File: src/rtl/alu_input_loader_if.sv
// Switch/button inputs and registered ALU operands of the ALU input loader.
interface alu_input_loader_if #(
  parameter int NB_DATA = 4,
  parameter int NB_OP   = 6,
  parameter int NB_SW   = 8
);
  logic [NB_SW-1:0]   i_sw;
  logic [2:0]         i_btn;
  logic [NB_DATA-1:0] o_datoA;
  logic [NB_DATA-1:0] o_datoB;
  logic [NB_OP-1:0]   o_operation;
  logic               o_ready;
  logic               o_op_err;
  logic [2:0]         o_load_strobe;

  modport master (
    output i_sw, i_btn,
    input  o_datoA, o_datoB, o_operation, o_ready, o_op_err, o_load_strobe
  );

  modport slave (
    input  i_sw, i_btn,
    output o_datoA, o_datoB, o_operation, o_ready, o_op_err, o_load_strobe
  );
endinterface

File: src/rtl/alu_input_loader.sv
// Synchronises switches and buttons, debounces each button and loads the
// ALU operands / opcode on debounced rising edges, rejecting unsupported opcodes.
module alu_input_loader_debounce #(
  parameter int DEBOUNCE_CYCLES = 1000000
) (
  input  logic clk,
  input  logic i_reset,
  input  logic i_sample,
  input  logic i_sync_vld,
  output logic o_rise
);
  localparam int CW = $clog2(DEBOUNCE_CYCLES);
  localparam logic [CW-1:0] CNT_LAST = CW'(DEBOUNCE_CYCLES - 1);

  logic [CW-1:0] cnt_q, cnt_d;
  logic deb_q, deb_d, prev_q, prev_d, arm_q, arm_d;

  always_ff @(posedge clk or posedge i_reset) begin
    if (i_reset) begin
      cnt_q  <= '0;
      deb_q  <= 1'b0;
      prev_q <= 1'b0;
      arm_q  <= 1'b0;
    end else begin
      cnt_q  <= cnt_d;
      deb_q  <= deb_d;
      prev_q <= prev_d;
      arm_q  <= arm_d;
    end
  end

  always_comb begin
    cnt_d  = cnt_q;
    deb_d  = deb_q;
    prev_d = deb_q;
    if (i_sample == deb_q) begin
      cnt_d = '0;
    end else if (cnt_q == CNT_LAST) begin
      deb_d = ~deb_q;
      cnt_d = '0;
    end else begin
      cnt_d = cnt_q + CW'(1);
    end
    // A button held through reset must be seen released before it may load again.
    arm_d  = arm_q | (i_sync_vld & ~i_sample);
    o_rise = deb_q & ~prev_q & arm_q;
  end
endmodule

module alu_input_loader #(
  parameter int NB_DATA         = 4,
  parameter int NB_OP           = 6,
  parameter int NB_SW           = 8,
  parameter int DEBOUNCE_CYCLES = 1000000
) (
  input logic               clk,
  input logic               i_reset,
  alu_input_loader_if.slave bus
);
  localparam logic [NB_OP-1:0] OP_ADD = NB_OP'(6'b100000);

  logic [NB_SW-1:0]   sw_s1_q, sw_s1_d, sw_s2_q, sw_s2_d;
  logic [2:0]         btn_s1_q, btn_s1_d, btn_s2_q, btn_s2_d;
  logic [1:0]         vld_pipe_q, vld_pipe_d;
  logic [2:0]         rise;
  logic [NB_DATA-1:0] dato_a_q, dato_a_d, dato_b_q, dato_b_d;
  logic [NB_OP-1:0]   op_q, op_d;
  logic               err_q, err_d, ready_q, ready_d, op_ok;
  logic [2:0]         strobe_q, strobe_d, flags_q, flags_d;
  logic               unused_sw;

  function automatic logic op_supported(input logic [NB_OP-1:0] op);
    case (op)
      NB_OP'(6'b100000), NB_OP'(6'b100010), NB_OP'(6'b100100), NB_OP'(6'b100101),
      NB_OP'(6'b100110), NB_OP'(6'b000011), NB_OP'(6'b000010), NB_OP'(6'b100111):
        op_supported = 1'b1;
      default: op_supported = 1'b0;
    endcase
  endfunction

  always_ff @(posedge clk or posedge i_reset) begin
    if (i_reset) begin
      sw_s1_q    <= '0;
      sw_s2_q    <= '0;
      btn_s1_q   <= '0;
      btn_s2_q   <= '0;
      vld_pipe_q <= '0;
      dato_a_q   <= '0;
      dato_b_q   <= '0;
      op_q       <= OP_ADD;
      err_q      <= 1'b0;
      ready_q    <= 1'b0;
      strobe_q   <= '0;
      flags_q    <= '0;
    end else begin
      sw_s1_q    <= sw_s1_d;
      sw_s2_q    <= sw_s2_d;
      btn_s1_q   <= btn_s1_d;
      btn_s2_q   <= btn_s2_d;
      vld_pipe_q <= vld_pipe_d;
      dato_a_q   <= dato_a_d;
      dato_b_q   <= dato_b_d;
      op_q       <= op_d;
      err_q      <= err_d;
      ready_q    <= ready_d;
      strobe_q   <= strobe_d;
      flags_q    <= flags_d;
    end
  end

  // vld_pipe marks when stage 2 holds a real post-reset sample.
  always_comb begin
    sw_s1_d    = bus.i_sw;
    sw_s2_d    = sw_s1_q;
    btn_s1_d   = bus.i_btn;
    btn_s2_d   = btn_s1_q;
    vld_pipe_d = {vld_pipe_q[0], 1'b1};
  end

  genvar gi;
  generate
    for (gi = 0; gi < 3; gi++) begin : g_btn
      alu_input_loader_debounce #(.DEBOUNCE_CYCLES(DEBOUNCE_CYCLES)) u_db (
        .clk        (clk),
        .i_reset    (i_reset),
        .i_sample   (btn_s2_q[gi]),
        .i_sync_vld (vld_pipe_q[1]),
        .o_rise     (rise[gi])
      );
    end
  endgenerate

  always_comb begin
    op_ok    = op_supported(sw_s2_q[NB_OP-1:0]);
    dato_a_d = rise[0] ? sw_s2_q[NB_DATA-1:0] : dato_a_q;
    dato_b_d = rise[1] ? sw_s2_q[NB_DATA-1:0] : dato_b_q;
    op_d     = op_q;
    err_d    = err_q;
    if (rise[2]) begin
      if (op_ok) begin
        op_d  = sw_s2_q[NB_OP-1:0];
        err_d = 1'b0;
      end else begin
        err_d = 1'b1;
      end
    end
    strobe_d = {rise[2] & op_ok, rise[1], rise[0]};
    flags_d  = flags_q | strobe_d;
    ready_d  = &flags_d;
  end

  assign unused_sw = ^sw_s2_q;

  assign bus.o_datoA       = dato_a_q;
  assign bus.o_datoB       = dato_b_q;
  assign bus.o_operation   = op_q;
  assign bus.o_ready       = ready_q;
  assign bus.o_op_err      = err_q;
  assign bus.o_load_strobe = strobe_q;
endmodule

File: src/flat_wrapper.sv
// flat-port wrapper written by rule: the top's interface ports become plain ports
module alu_input_loader_flat 
#(
  parameter int NB_DATA         = 4,
  parameter int NB_OP           = 6,
  parameter int NB_SW           = 8,
  parameter int DEBOUNCE_CYCLES = 1000000
)
  (clk, i_reset, bus_i_sw, bus_i_btn, bus_o_datoA, bus_o_datoB, bus_o_operation, bus_o_ready, bus_o_op_err, bus_o_load_strobe);
  alu_input_loader_if #(.NB_DATA(NB_DATA), .NB_OP(NB_OP), .NB_SW(NB_SW)) bus_i ();
  input logic clk;
  input logic i_reset;
  input wire logic [$bits(bus_i.i_sw)-1:0] bus_i_sw;
  input wire logic [$bits(bus_i.i_btn)-1:0] bus_i_btn;
  output wire logic [$bits(bus_i.o_datoA)-1:0] bus_o_datoA;
  output wire logic [$bits(bus_i.o_datoB)-1:0] bus_o_datoB;
  output wire logic [$bits(bus_i.o_operation)-1:0] bus_o_operation;
  output wire logic [$bits(bus_i.o_ready)-1:0] bus_o_ready;
  output wire logic [$bits(bus_i.o_op_err)-1:0] bus_o_op_err;
  output wire logic [$bits(bus_i.o_load_strobe)-1:0] bus_o_load_strobe;
  assign bus_i.i_sw = bus_i_sw;
  assign bus_i.i_btn = bus_i_btn;
  assign bus_o_datoA = bus_i.o_datoA;
  assign bus_o_datoB = bus_i.o_datoB;
  assign bus_o_operation = bus_i.o_operation;
  assign bus_o_ready = bus_i.o_ready;
  assign bus_o_op_err = bus_i.o_op_err;
  assign bus_o_load_strobe = bus_i.o_load_strobe;
  alu_input_loader #(.NB_DATA(NB_DATA), .NB_OP(NB_OP), .NB_SW(NB_SW), .DEBOUNCE_CYCLES(DEBOUNCE_CYCLES)) u_core (.clk(clk), .i_reset(i_reset), .bus(bus_i));
endmodule
File: config.mk
export PLATFORM = sky130hd
export DESIGN_NAME = alu_input_loader_flat
export DESIGN_NICKNAME = d
export VERILOG_FILES = /design/src/rtl/alu_input_loader_if.sv /design/src/rtl/alu_input_loader.sv /design/src/flat_wrapper.sv
export SDC_FILE = /design/constraint.sdc
export NUM_CORES = 1
export LEC_CHECK = 0
export ABC_AREA = 1
export ABC_CLOCK_PERIOD_IN_PS = 2980
export CAP_MARGIN = 20
export CORE_ASPECT_RATIO = 0.9
export CORE_MARGIN = 4
export CORE_UTILIZATION = 57
export CTS_CLUSTER_SIZE = 14
export DETAILED_ROUTE_END_ITERATION = 6
export DONT_BUFFER_PORTS = 1
export GPL_TIMING_DRIVEN = 0
export PLACE_DENSITY = 0.75
export SYNTH_ARGS = -nofsm -noshare
export SYNTH_HDL_FRONTEND = slang
export SYNTH_SLANG_ARGS = --single-unit
File: constraint.sdc
create_clock -name clk -period 2.98 [get_ports clk]
set_input_delay 0.298 -clock clk [delete_from_list [all_inputs] [get_ports clk]]
set_output_delay 0.298 -clock clk [all_outputs]
set_load 0.02 [all_outputs]
==> results of run 1 <==
==> worst min-delay path by stage <==
stage | start | to | cells after the start
after floorplan | bus_i_btn[0] | u_core.btn_s1_q[0] | 0
after detailed placement | i_reset | u_core.btn_s1_q[2] | 1
final | u_core.btn_s1_q[1] | u_core.btn_s2_q[1] | 0
after global placement | bus_i_btn[2] | u_core.btn_s1_q[2] | 0
after global routing | u_core.sw_s1_q[5] | u_core.sw_s2_q[5] | 0
after CTS | u_core.btn_s1_q[1] | u_core.btn_s2_q[1] | 0
==> layout make-up <==
type / count / share of cell area
Buffer: 2 / 0.001829
Multi-Input combinational cell: 386 / 0.3608
Clock inverter: 7 / 0.01418
Clock buffer: 9 / 0.02264
Timing Repair Buffer: 12 / 0.02561
Tap cell: 119 / 0.02721
Sequential cell: 111 / 0.5079
Inverter: 57 / 0.03979
==> stage by stage <==
stage	setup slack (ns)	instances	hold WS, ns	power [mW]	instance area [um2]
finish	1.431	703	0.3540	2.554	5472
global route	1.311	703	0.3698	2.672	5472
CTS	1.422	703	0.3604	2.578	5472
detailed placement	1.430	677	0.3270	1.657	5170
global placement	0.8238	675	0.3295	1.646	5130
floorplan	1.339	556	0.3294	1.628	4981
==> registers in the layout, indices dropped and copies added, names as in the netlist <==
register and cells:
u_core.vld_pipe_q 2, u_core.g_btn.u_db.deb_q 3, u_core.flags_q 3, u_core.bus.o_load_strobe 3, u_core.sw_s1_q 6, u_core.g_btn.u_db.cnt_q 60, u_core.g_btn.u_db.arm_q 3, u_core.bus.o_ready 1
u_core.btn_s1_q 3, u_core.bus.o_op_err 1, u_core.bus.o_operation 6, u_core.bus.o_datoA 4, u_core.btn_s2_q 3, u_core.bus.o_datoB 4, u_core.g_btn.u_db.prev_q 3, u_core.sw_s2_q 6
==> report_power, final <==
| part | internal (mW) | total, mW | switching [mW] | leakage, nW |
|---|---|---|---|---|
| registers | 1.53 | 1.54 | 0.0158 | 1.48 |
| logic | 0.0296 | 0.0902 | 0.0606 | 0.786 |
| clock network | 0.401 | 0.919 | 0.518 | 0.106 |
| total | 1.96 | 2.55 | 0.595 | 2.37 |
==> metal layers <==
layer,track usage,up-vias,share of wire
met4,0.03245,0,0.0059
met1,0.2637,1707,0.47
met3,0.05737,6,0.047
met5,0,-,0
li1,-,1797,-
met2,0.3049,67,0.47
==> cell families (layout without fill, tap and decap cells) <==
logic type | count (synthesis) | in the layout
adder cells (fa/ha/maj) | 3 | 3
AND/OR/NAND/NOR | 315 | 315
AO/OA/AOI/OAI | 31 | 31
flip-flops | 111 | 111
other | 1 | 1
XOR/XNOR | 36 | 36
buffers and inverters | 59 | 87
==> cell usage after synthesis <==
cell and number:
inv_1 55, nor2_1 122, or2_2 2, nand2_2 9
xnor2_1 15, nand2_1 90, o31ai_1 1, ha_1 3
o21ai_0 16, nor2_2 11, nand3_1 49, conb_1 1
and2_1 1, nor3_1 3, nand3_2 5, nor3_2 2
dfrtp_1 110, o21ai_1 2, inv_2 2, nor3b_1 3
xor2_1 20, o21bai_1 5, buf_2 2, xor2_2 1
nor2_4 4, nor3b_2 2, nand3b_1 2, a21oi_1 7
nand4_1 10, dfstp_2 1
==> worst max-delay path, stage by stage, from the launching register on <==
cell and delay [ns]:
dfrtp_1 0.40, ha_1 0.25, nand3_2 0.12, nor2_2 0.21, nand3_2 0.21, nand2_2 0.20
nor2_1 0.07
==> metrics.md, run 1 <==
| Metric | Value |
|---|---|
| Tightest Pin Transition | `0.7314 ns` |
| Syn Std Cell Area | `4977 um2` |
| Detailed Route Iter0 Violations | `220` |
| Critical path endpoint category | `register` |
| Max-slew violations | `0` |
| Fin nets | `595` |
| Sequential fraction of the synthesis area | `0.5583` |
| Via/cell ratio | `5.088` |
| Number of port buffers | `0` |
| Syn avg cell area | `8.952 um2` |
| Fin. Hold Viols | `0` |
| Filler Cells Inserted | `711` |
| CTS tree | `yes` |
| Yosys top cell by area | `dfrtp_1` |
| Core ar. | `8528 um2` |
| Die width | `106.5 um` |
| Site row count | `32` |
| Worst R2R Setup Slack | `1.43 ns` |
| Worst endpoint data arrival time | `1.82 ns` |
| DP HPWL | `6.489 mm` |
| Root buffer cell | `clkbuf_8` |
| Commonest non-fill, non-tap cells in the layout | `122 x nor2_1, 110 x dfrtp_1, 90 x nand2_1` |
| P per Cell Area | `466.7 nW/um2` |
| Post-cts hold buffer count | `10` |
| Final Critical Period | `1.549 ns` |
| Drc violations | `0` |
| Largest net degree at the start of global routing | `42` |
| GP Congestion | `0.8785` |
| Starting Density | `0.5836` |
| CTS max path bufs | `2` |
| Period utilisation layout | `0.5199` |
| Req. time, crit path | `3.25 ns` |
| Syn Inst Count | `556` |
| Clk Latency, worst-skew pair | `0.37 ns` |
| Top-area cell type share of the netlist area | `0.5530` |
| Main combinational cell family by area after synthesis | `simple AND/OR/NAND/NOR gates` |
| Drt wl/cell | `12.79 um` |
| Area growth, synth to finish | `9.930%` |
| Mapped Nets | `572` |
| First-pass GRT wire length | `16.01 mm` |
| Worst Path Max Fanout | `7` |
| LEAKAGE | `2.370 nW` |
| Reg-to-Reg End | `u_core.g_btn[2].u_db.cnt_q[18]` |
| Gr ovfl total | `0` |
| Resized Gates After CTS | `0` |
| Critical Path Source Type | `register` |
| R2R cell count | `6` |
| Slew HR | `0.5114` |
| Synth top area cells | `dfrtp_1 55%, nor2_1 9.2%, nand2_1 6.8%` |
| XOR/XNOR Fraction of Synth Area | `0.06486` |
| Synth Area in Simple Gates | `0.2893` |
| Synthesis Warnings | `0` |
| Via count | `3577` |
| Core Util, Final | `0.6416` |
| VDD IR-drop max | `0.3925 mV` |
| H-tree Lvls | `3` |
| Outcome | `complete, no violations` |
| Post-CTS setup-driven buffer insertion count | `0` |
| Max-cap violations | `0` |
| Die area | `10290 um2` |
| GRT Total Usage | `0.1906` |
| Post-route ant nets | `0` |
| FF/Latch Area | `2779 um2` |
| Max Fclk | `0.6454 GHz` |
| Commonest non-fill, non-tap cell in the layout | `nor2_1` |
| Initial antenna violation count | `0` |
| Vias in the first global route | `3527` |
| First-pass DRT Iterations | `4` |
| Synth unique cells | `30` |
| Synth Area in Adders | `0.007541` |
| Multi-input gate area | `1974 um2` |
| Min-delay worst type | `register to register` |
| Worst r2r src | `u_core.g_btn[2].u_db.cnt_q[0]` |
| # IOs | `32` |
| CTS Sinks | `111` |
| N_diodes | `0` |
| RSZ-0062 raised after global routing | `no` |
| # setup viols final | `0` |
| Post-synthesis compound-gate area fraction | `0.03419` |
| Crit path to | `u_core.g_btn[2].u_db.cnt_q[18]` |
| Critical Path Start | `u_core.g_btn[2].u_db.cnt_q[0]` |
| Worst Skew | `0.01035 ns` |
| Layout cell share with drive strength beyond 1 | `0.1027` |
| Synth Register Bits | `111` |
| Routed WL | `8.990 mm` |
| Cts bufs inserted | `9` |
| Multiplexer area fraction after synthesis | `0` |
| Setup TNS Final | `0 ns` |
| CP Class | `register to register` |
| Vert. Die Dim | `96.65 um` |
| Clock-pin slew on the worst setup and hold paths | `0.10 ns` |
Power figures use the tool's default switching activity.
==> run 2: changes to the inputs <==
--- a/config.mk
+++ b/config.mk
@@ -6,16 +6,16 @@
 export NUM_CORES = 1
 export LEC_CHECK = 0
 export ABC_AREA = 1
-export ABC_CLOCK_PERIOD_IN_PS = 2980
+export ABC_CLOCK_PERIOD_IN_PS = 1500
 export CAP_MARGIN = 20
 export CORE_ASPECT_RATIO = 0.9
 export CORE_MARGIN = 4
-export CORE_UTILIZATION = 57
+export CORE_UTILIZATION = 63
 export CTS_CLUSTER_SIZE = 14
 export DETAILED_ROUTE_END_ITERATION = 6
 export DONT_BUFFER_PORTS = 1
 export GPL_TIMING_DRIVEN = 0
-export PLACE_DENSITY = 0.75
+export PLACE_DENSITY = 0.79
 export SYNTH_ARGS = -nofsm -noshare
 export SYNTH_HDL_FRONTEND = slang
 export SYNTH_SLANG_ARGS = --single-unit
==> constraint.sdc (replaced) <==
create_clock -name clk -period 1.5 [get_ports clk]
set_input_delay 0.15 -clock clk [delete_from_list [all_inputs] [get_ports clk]]
set_output_delay 0.15 -clock clk [all_outputs]
set_load 0.02 [all_outputs]
==> metrics.md, run 2 (same netlist as run 1, synthesis figures left out) <==
| Metric | Value |
|---|---|
| Commonest non-fill, non-tap cell in the layout | `nor2_1` |
| GP Congestion | `0.9089 (+3.5%)` |
| Tightest Pin Transition | `0.8323 ns (+0.1009 ns)` |
| Post-route ant nets | `0 (unchanged)` |
| DP HPWL | `6.392 mm (-1.5%)` |
| CP Class | `register to register` |
| VDD IR-drop max | `0.7761 mV (+98%)` |
| Pwr Total | `5.005 mW (+96%)` |
| Die width | `101.7 um (-4.5%)` |
| P per Cell Area | `895.8 nW/um2 (+92%)` |
| First-pass DRT Iterations | `4 (unchanged)` |
| Critical path, cell by cell | `ha_4 -> nand3_4 -> inv_1 -> nand2_2 -> nor2_4 -> nor3b_2 -> nor2_1` |
| Slowest stage delay, CP | `0.43 ns (+0.03 ns)` |
| Critical Path Source Type | `register` |
| Clock power share | `0.345 (-0.015)` |
| CTS max path bufs | `2 (unchanged)` |
| N_diodes | `0 (unchanged)` |
| Fin. Hold Viols | `0 (unchanged)` |
| Combinational share of power | `0.042 (+0.007)` |
| Worst Path Max Fanout | `5 (-2)` |
| Area growth, synth to finish | `12.24%` |
| Number of port buffers | `0 (unchanged)` |
| Critical Path Start | `u_core.g_btn[2].u_db.cnt_q[1]` |
| Crit path max-delay cell type | `dfrtp_1` |
| Vias in the first global route | `3677 (+4.3%)` |
| Via count | `3708 (+3.7%)` |
| Final Critical Period | `1.402 ns (-0.1477 ns)` |
| CTS Sinks | `111 (unchanged)` |
| First-pass GRT wire length | `16.26 mm (+1.5%)` |
| Worst R2R Setup Slack | `0.1 ns (-1.33 ns)` |
| Fin nets | `603 (+1.3%)` |
| Sw power | `1.234 mW (+110%)` |
| Commonest non-fill, non-tap cells in the layout | `121 x nor2_1, 109 x dfrtp_1, 90 x nand2_1` |
| Starting Density | `0.6532 (+0.06958)` |
| Worst endpoint data arrival time | `1.67 ns (-0.15 ns)` |
| Clock-pin slew on the worst setup and hold paths | `0.11 ns (about the same)` |
| Max-slew violations | `0 (unchanged)` |
| Largest net degree at the start of global routing | `45 (+7.1%)` |
| R2R cell count | `7 (+1)` |
| # setup viols final | `0 (unchanged)` |
| Layout cell share with drive strength beyond 1 | `0.1284 (+0.02564)` |
| GRT Total Usage | `0.2149 (+0.02433)` |
| LEAKAGE | `2.393 nW (+0.98%)` |
| Cts bufs inserted | `9 (unchanged)` |
| Via/cell ratio | `5.390 (+5.9%)` |
| Core ar. | `7620 um2 (-11%)` |
| Period utilisation layout | `0.9344 (+0.4145)` |
| Drc violations | `0 (unchanged)` |
| Max-cap violations | `0 (unchanged)` |
| Filler Cells Inserted | `548 (-23%)` |
| Clk Latency, worst-skew pair | `0.38 ns (about the same)` |
| Vert. Die Dim | `92.33 um (-4.5%)` |
| Routed WL | `9.138 mm (+1.6%)` |
| Gr ovfl total | `0 (unchanged)` |
| Max Fclk | `0.7134 GHz (+11%)` |
| Switching share of total power | `0.2466 (+0.01376)` |
| Slew HR | `0.4421 (-0.06930)` |
| Critical path endpoint category | `register` |
| Top reg by flops | `u_core.g_btn.u_db.cnt_q` |
| Outcome | `complete, no violations` |
| Die area | `9389 um2 (-8.8%)` |
| Register share of total power | `0.614 (+0.009)` |
| Worst r2r src | `u_core.g_btn[2].u_db.cnt_q[1]` |
| Detailed Route Iter0 Violations | `228 (+3.6%)` |
| Hold_ws | `0.3213 ns (-0.03277 ns)` |
| Root buffer cell | `clkbuf_8` |
| Min-delay worst type | `primary input to asynchronous set/reset pin` |
| H-tree Lvls | `3 (unchanged)` |
| Drt wl/cell | `13.28 um (+3.9%)` |
| Reg-to-Reg End | `u_core.g_btn[2].u_db.cnt_q[16]` |
| Max reg flops | `60 (unchanged)` |
| Worst Skew | `0.01362 ns (+0.003275 ns)` |
| Req. time, crit path | `1.77 ns (-1.48 ns)` |
| Site row count | `30 (-6.3%)` |
| CTS tree | `yes` |
| Initial antenna violation count | `0 (unchanged)` |
| Internal Pwr Total | `3.771 mW (+92%)` |
| # IOs | `32 (unchanged)` |
## run 2: power groups by stage
stage | registers, mW | clock network (mW) | logic [mW]
floorplan | 3.12 | 0 | 0.115
finish | 3.07 | 1.73 | 0.209
detailed placement | 3.13 | 0 | 0.161
CTS | 3.07 | 1.78 | 0.185
global route | 3.08 | 1.91 | 0.243
global placement | 3.13 | 0 | 0.144
## run 2: timing repair
action,in CTS,in global routing
setup buffers,0,7
endpoints found under the setup margin,10,40
gates resized for setup,3,14
gates cloned,0,1
hold buffers,10,0
hold endpoints to repair,46,0
pin swaps,0,3
## run 2: worst max-delay path, delay by kind of cell, from the launching register on
kind	cells	cell delay, ns
and+or+nand+nor	5	0.61
DFF	1	0.43
adders and majority gates	1	0.18
buffers and inverters	1	0.08
## run 2: per-layer routing
metal | track usage | up-vias | part of all wire
met2 | 0.3399 | 81 | 0.49
met1 | 0.2909 | 1799 | 0.46
li1 | - | 1820 | -
met3 | 0.04819 | 8 | 0.046
met4 | 0.07973 | 0 | 0.012
met5 | 0 | - | 0
## run 2: layout make-up
cell class              instances  area, um2  share of cell area
multi-input cells             386       2059              0.3686
repair inverters                1      5.005           0.0008959
flip-flops and latches        111       2780              0.4976
clock buffers                   9      123.9             0.02217
repair buffers                 19      192.7             0.03449
inverters                      57      217.7             0.03897
plain buffers                   2      10.01            0.001792
clock inverters                 7      77.57             0.01389
well taps                      96      120.1             0.02150
## run 2: stage by stage
| stage | area (um2) | setup WS, ns | TNS [ns] | instances | util |
|---|---|---|---|---|---|
| global placement | 5101 | -0.4745 | -51.48 | 652 | 0.6695 |
| CTS | 5455 | 0.006000 | 0 | 680 | 0.7159 |
| global route | 5587 | -0.005540 | -0.006289 | 688 | 0.7332 |
| detailed placement | 5141 | -0.03438 | -0.2060 | 654 | 0.6747 |
| finish | 5587 | 0.09834 | 0 | 688 | 0.7332 |
| floorplan | 4981 | 0.007352 | 0 | 556 | - |
## run 2: worst max-delay path by stage
stage | endpoint | slack [ns]
after floorplan | u_core.btn_s1_q[0] | 0.007
after global placement | u_core.bus.o_datoB[3] | -0.47
after detailed placement | u_core.g_btn[2].u_db.cnt_q[18] | -0.03
after CTS | u_core.g_btn[2].u_db.cnt_q[16] | 0.006
after global routing | u_core.g_btn[2].u_db.cnt_q[16] | -0.006
final | u_core.g_btn[2].u_db.cnt_q[16] | 0.1
==> RTL edit 1 (config.mk and constraints of run 2) <==
Reset style: synchronous (`i_reset`), changed in 2 clocked blocks.
--- a/src/rtl/alu_input_loader.sv
+++ b/src/rtl/alu_input_loader.sv
@@ -17,3 +17,3 @@
 
-  always_ff @(posedge clk or posedge i_reset) begin
+  always_ff @(posedge clk) begin
     if (i_reset) begin
@@ -80,3 +80,3 @@
 
-  always_ff @(posedge clk or posedge i_reset) begin
+  always_ff @(posedge clk) begin
     if (i_reset) begin
Check against the original RTL: same outputs for any inputs over 10 cycles, from zero or initial values and one cycle with i_reset high; that may be too few to reach the edited logic, so the function may still have changed.
==> RTL edit 1 against run 2 <==
- core utilization grew 1.6 points
- wire length rose by 3.3%
- area after synthesis is 7.8% lower
- power shrank 2.1%
- count of clock-buffer cells in the layout is the same
- sequential cell count unchanged
- setup slack worse by 0.041 ns
- first-iteration DRC count shrank 41%
- via count is 6.2% higher
- final area down 5.2%
- critical path type unchanged
- largest power group unchanged
==> RTL edit 1: results (changes against run 2) <==
| Metric | Value |
|---|---|
| Status | `finished, final reports clean` |
| Dominant cells by area after synthesis | `dfxtp_1, nor2_1, nand2_1` |
| LEAKAGE | `1.82 nW (-24%)` |
| Pin count of the biggest net entering global routing | `23 (-49%)` |
| Met2 routed WL | `4670 um (+5.0%)` |
| DP Area | `4700 sq um (-8.5%)` |
| Setup Buffers After CTS | `7 (+7)` |
| Signal buffers | `31 (+48%)` |
| Vias in the first global route | `3702 (+0.68%)` |
| Crit path DAT | `1.71 ns (+0.04 ns)` |
| Routed length on met1 | `4160 um (about the same)` |
| Syn_area_per_cell | `7.14 sq um (-20%)` |
| Count of multi-input gates | `452 (+17%)` |
| Post-synth ARST share | `0 (-1.00)` |
| Worst Skew | `0.0155 ns (+0.00190 ns)` |
| Post-Synth Adder-Cell Area | `0.00818 (+0.000642)` |
| Pre-CTS WS | `-0.234 ns (-0.200 ns)` |
| Synth cell count leaders | `nor2_1, nand2_1, dfxtp_1` |
| Complex-gate fraction of the synthesized area | `0.0516 (+0.0174)` |
| Global-route wire length before repair | `16100 um (-1.2%)` |
| Sequential Power Share | `0.611 (-0.003)` |
| Grt met2 use | `0.396 (+0.0563)` |
| Fill cells | `539 (-1.6%)` |
| Core ar. | `7080 sq um (-7.1%)` |
| Vias/cell | `5.10 (-5.4%)` |
| Mapped Nets | `658 (+15%)` |
| Min-delay worst type | `in -> reg` |
[RTL edit 1: cell count changes after synthesis, sizes merged, moves of 4 or more]
cell and delta:
dfxtp +111, nand2 +46, buf +7, nor3b -5, dfrtp -110, xor2 -11, a21oi +23, o21bai -4
inv +12, nor2 +39, nand3 -22
[RTL edit 1: how the worst min path moves through the flow]
stage,startpoint,end,slack [ns],depth (start not counted)
after CTS,i_reset,u_core.bus.o_load_strobe[2]$_SDFF_PP0_,0.04,2
after global placement,bus_i_btn[1],u_core.btn_s1_q[1]$_SDFF_PP0_,0.26,2
final,i_reset,u_core.bus.o_load_strobe[2]$_SDFF_PP0_,0.05,2
after detailed placement,bus_i_sw[0],u_core.sw_s1_q[0]$_SDFF_PP0_,0.26,2
after floorplan,bus_i_btn[0],u_core.btn_s1_q[0]$_SDFF_PP0_,0.26,2
after global routing,i_reset,u_core.bus.o_load_strobe[2]$_SDFF_PP0_,0.05,2
==> RTL edit 2 (flow settings as in run 2) <==
Without the edit above. `DEBOUNCE_CYCLES` is set to 1000000 in 3 places; all go to 500000.
--- a/src/rtl/alu_input_loader.sv
+++ b/src/rtl/alu_input_loader.sv
@@ -3,3 +3,3 @@
 module alu_input_loader_debounce #(
-  parameter int DEBOUNCE_CYCLES = 1000000
+  parameter int DEBOUNCE_CYCLES = 500000
 ) (
@@ -53,3 +53,3 @@
   parameter int NB_SW           = 8,
-  parameter int DEBOUNCE_CYCLES = 1000000
+  parameter int DEBOUNCE_CYCLES = 500000
 ) (
--- a/src/flat_wrapper.sv
+++ b/src/flat_wrapper.sv
@@ -6,3 +6,3 @@
   parameter int NB_SW           = 8,
-  parameter int DEBOUNCE_CYCLES = 1000000
+  parameter int DEBOUNCE_CYCLES = 500000
 )
Check against the original RTL: no difference found for any inputs over 10 cycles, from zero or initial values and one cycle with i_reset high; that may be too few to reach the edited logic, so the function may still have changed.
==> RTL edit 2 against run 2 <==
- global-route usage increased by 0.52 points
- core utilization is 0.39 points lower
- area after synthesis up 0.20%
- power shrank 4.4%
- wire length up 7.1%
- final area is 0.54% lower
- sequential cell count shrank 3
- setup slack worse by 0.010 ns
- count of clock-buffer cells in the layout grew 2
- hold slack better by 0.020 ns
- critical path type unchanged
==> RTL edit 2: results (changes against run 2) <==
| Metric | Value |
|---|---|
| Vias in the first global route | `3689 (+0.33%)` |
| Cell with the most instances after synthesis | `nor2_1` |
| Most flops, register | `u_core.g_btn.u_db.cnt_q` |
| Avg WL per Cell | `13.6 um (+2.6%)` |
| Inverter count | `75 (+29%)` |
| Met2 routed WL | `4850 um (+9.0%)` |
| Crit path DAT | `1.69 ns (+0.02 ns)` |
| Skew-Pair Late Insertion Delay | `0.36 ns (-0.02 ns)` |
| Pin count of the biggest net entering global routing | `45 (unchanged)` |
| Sequential Power Share | `0.624 (+0.010)` |
| Met3 global-route usage | `0.0489 (+0.000753)` |
| Slowest cell on crit path | `dfrtp_1` |
| Mapped Nets | `604 (+5.6%)` |
| Count of multi-input gates | `402 (+4.1%)` |
| Status | `finished, final reports clean` |
| Clock share of power | `0.334 (-0.011)` |
| LEAKAGE | `2.47 nW (+3.2%)` |
| Worst path top cell family by delay | `flip-flops` |
| Fill cells | `574 (+4.7%)` |
| Tightest Pin Transition | `1.05 ns (+0.220 ns)` |
| Register area share after synthesis | `0.542 (-0.0162)` |
| Sequential power | `0.00299 W (-3%)` |
| Synth cell count leaders | `nor2_1, nand2_1, dfrtp_1` |
| Grt met2 use | `0.355 (+0.0153)` |
| Dpl hpwl | `6890 um (+7.8%)` |
| Min-delay worst type | `in -> reg` |
| CTS-repair resized insts | `2 (-1)` |
| 1st-pass router iterations | `4 (unchanged)` |
| Wire length on met3 | `509 um (+21%)` |
| Cell taking the most area after synthesis | `dfrtp_1` |
| Multi-input logic area | `2070 sq um (+0.42%)` |
| Antenna Cells | `0 (unchanged)` |
| Antenna violations before repair | `0 (unchanged)` |
| Post-synthesis cell type count | `35 (+17%)` |
| Share of cells above drive strength 1 | `0.138 (+0.00989)` |
| Clock buffer cells | `11 (+2)` |
| Max reg flops | `57 (-5.0%)` |
| Final nets | `633 (+5.0%)` |
| Internal | `0.00365 W (-3.1%)` |
| Gpl congestion | `0.932 (+2.5%)` |
| Total Routing Usage GR | `0.220 (+0.00515)` |
| Root Buffer | `clkbuf_8` |
| Clock sink total | `108 (-2.7%)` |
| Seq/total area | `0.487 (-0.0110)` |
| CTS buffer count | `9 (unchanged)` |
| ClkCell Share | `0.0315 (-0.00453)` |
| Signal buffers | `21 (unchanged)` |
| Initial DRC Count | `175 (-23%)` |
| Worst Skew | `0.0171 ns (+0.00348 ns)` |
| CP Max Fanout | `6 (+1)` |
| Dominant cells by area after synthesis | `dfrtp_1, nor2_1, nand2_1` |
| Vias/cell | `5.28 (-2.1%)` |
| Met1 Use GR | `0.297 (+0.00572)` |
| Global-route wire length before repair | `16500 um (+1.8%)` |
| VDD IR max | `748 uV (-3.6%)` |
| I/O Buffers | `0 (unchanged)` |
| Synthesis Warnings | `0 (unchanged)` |
| Buffer share of cell area | `0.0360 (-0.000254)` |
| Cts hold-fix bufs | `10 (unchanged)` |
| Routed length on met1 | `4310 um (+3.5%)` |
[RTL edit 2: cell types whose count changed after synthesis, sizes merged, moves of 3 or more]
cell / delta
xor2: -6
nand4: -5
dfrtp: -3
nand2: +30
nor2: +8
nand3: -14
a21oi: +9
inv: +17
o21bai: -3
xnor2: -6
[RTL edit 2: kinds of logic after synthesis]
| family | synth area share |
|---|---|
| compound gates | 0.0454 |
| xor+xnor | 0.0467 |
| fa+ha+maj | 0.00753 |
| buf+inv | 0.0602 |
| flops | 0.542 |
| other cells | 0.000752 |
| simple gates | 0.297 |
[RTL edit 2: worst paths after layout]
check / startpoint / end / slack (ns) / cells after the start
hold reg to reg: u_core.sw_s1_q[2]$_DFF_PP0_ / u_core.sw_s2_q[2]$_DFF_PP0_ / 0.36 / 0
setup / recovery: u_core.g_btn[1].u_db.cnt_q[1]$_DFF_PP0_ / u_core.g_btn[1].u_db.cnt_q[8]$_DFF_PP0_ / 0.09 / 8
setup reg to reg: u_core.g_btn[1].u_db.cnt_q[1]$_DFF_PP0_ / u_core.g_btn[1].u_db.cnt_q[8]$_DFF_PP0_ / 0.09 / 8
max in group asynchronous: i_reset / u_core.g_btn[1].u_db.cnt_q[6]$_DFF_PP0_ / 0.34 / 4
hold / removal: bus_i_sw[5] / u_core.sw_s1_q[5]$_DFF_PP0_ / 0.34 / 1
min in group asynchronous: i_reset / u_core.g_btn[2].u_db.cnt_q[16]$_DFF_PP0_ / 0.38 / 2
[RTL edit 2: through the flow]
step	setup slack, ns	instances	instance area, sq um	hold slack [ns]	setup TNS (ns)
CTS	0.00628	712	5440	0.321	0
floorplan	0.0493	588	4990	0.181	0
finish	0.0882	718	5560	0.341	0
detailed placement	-0.0391	686	5150	0.181	-0.102
global placement	-0.433	684	5110	0.181	-45.45
global route	-0.0557	718	5560	0.318	-0.112
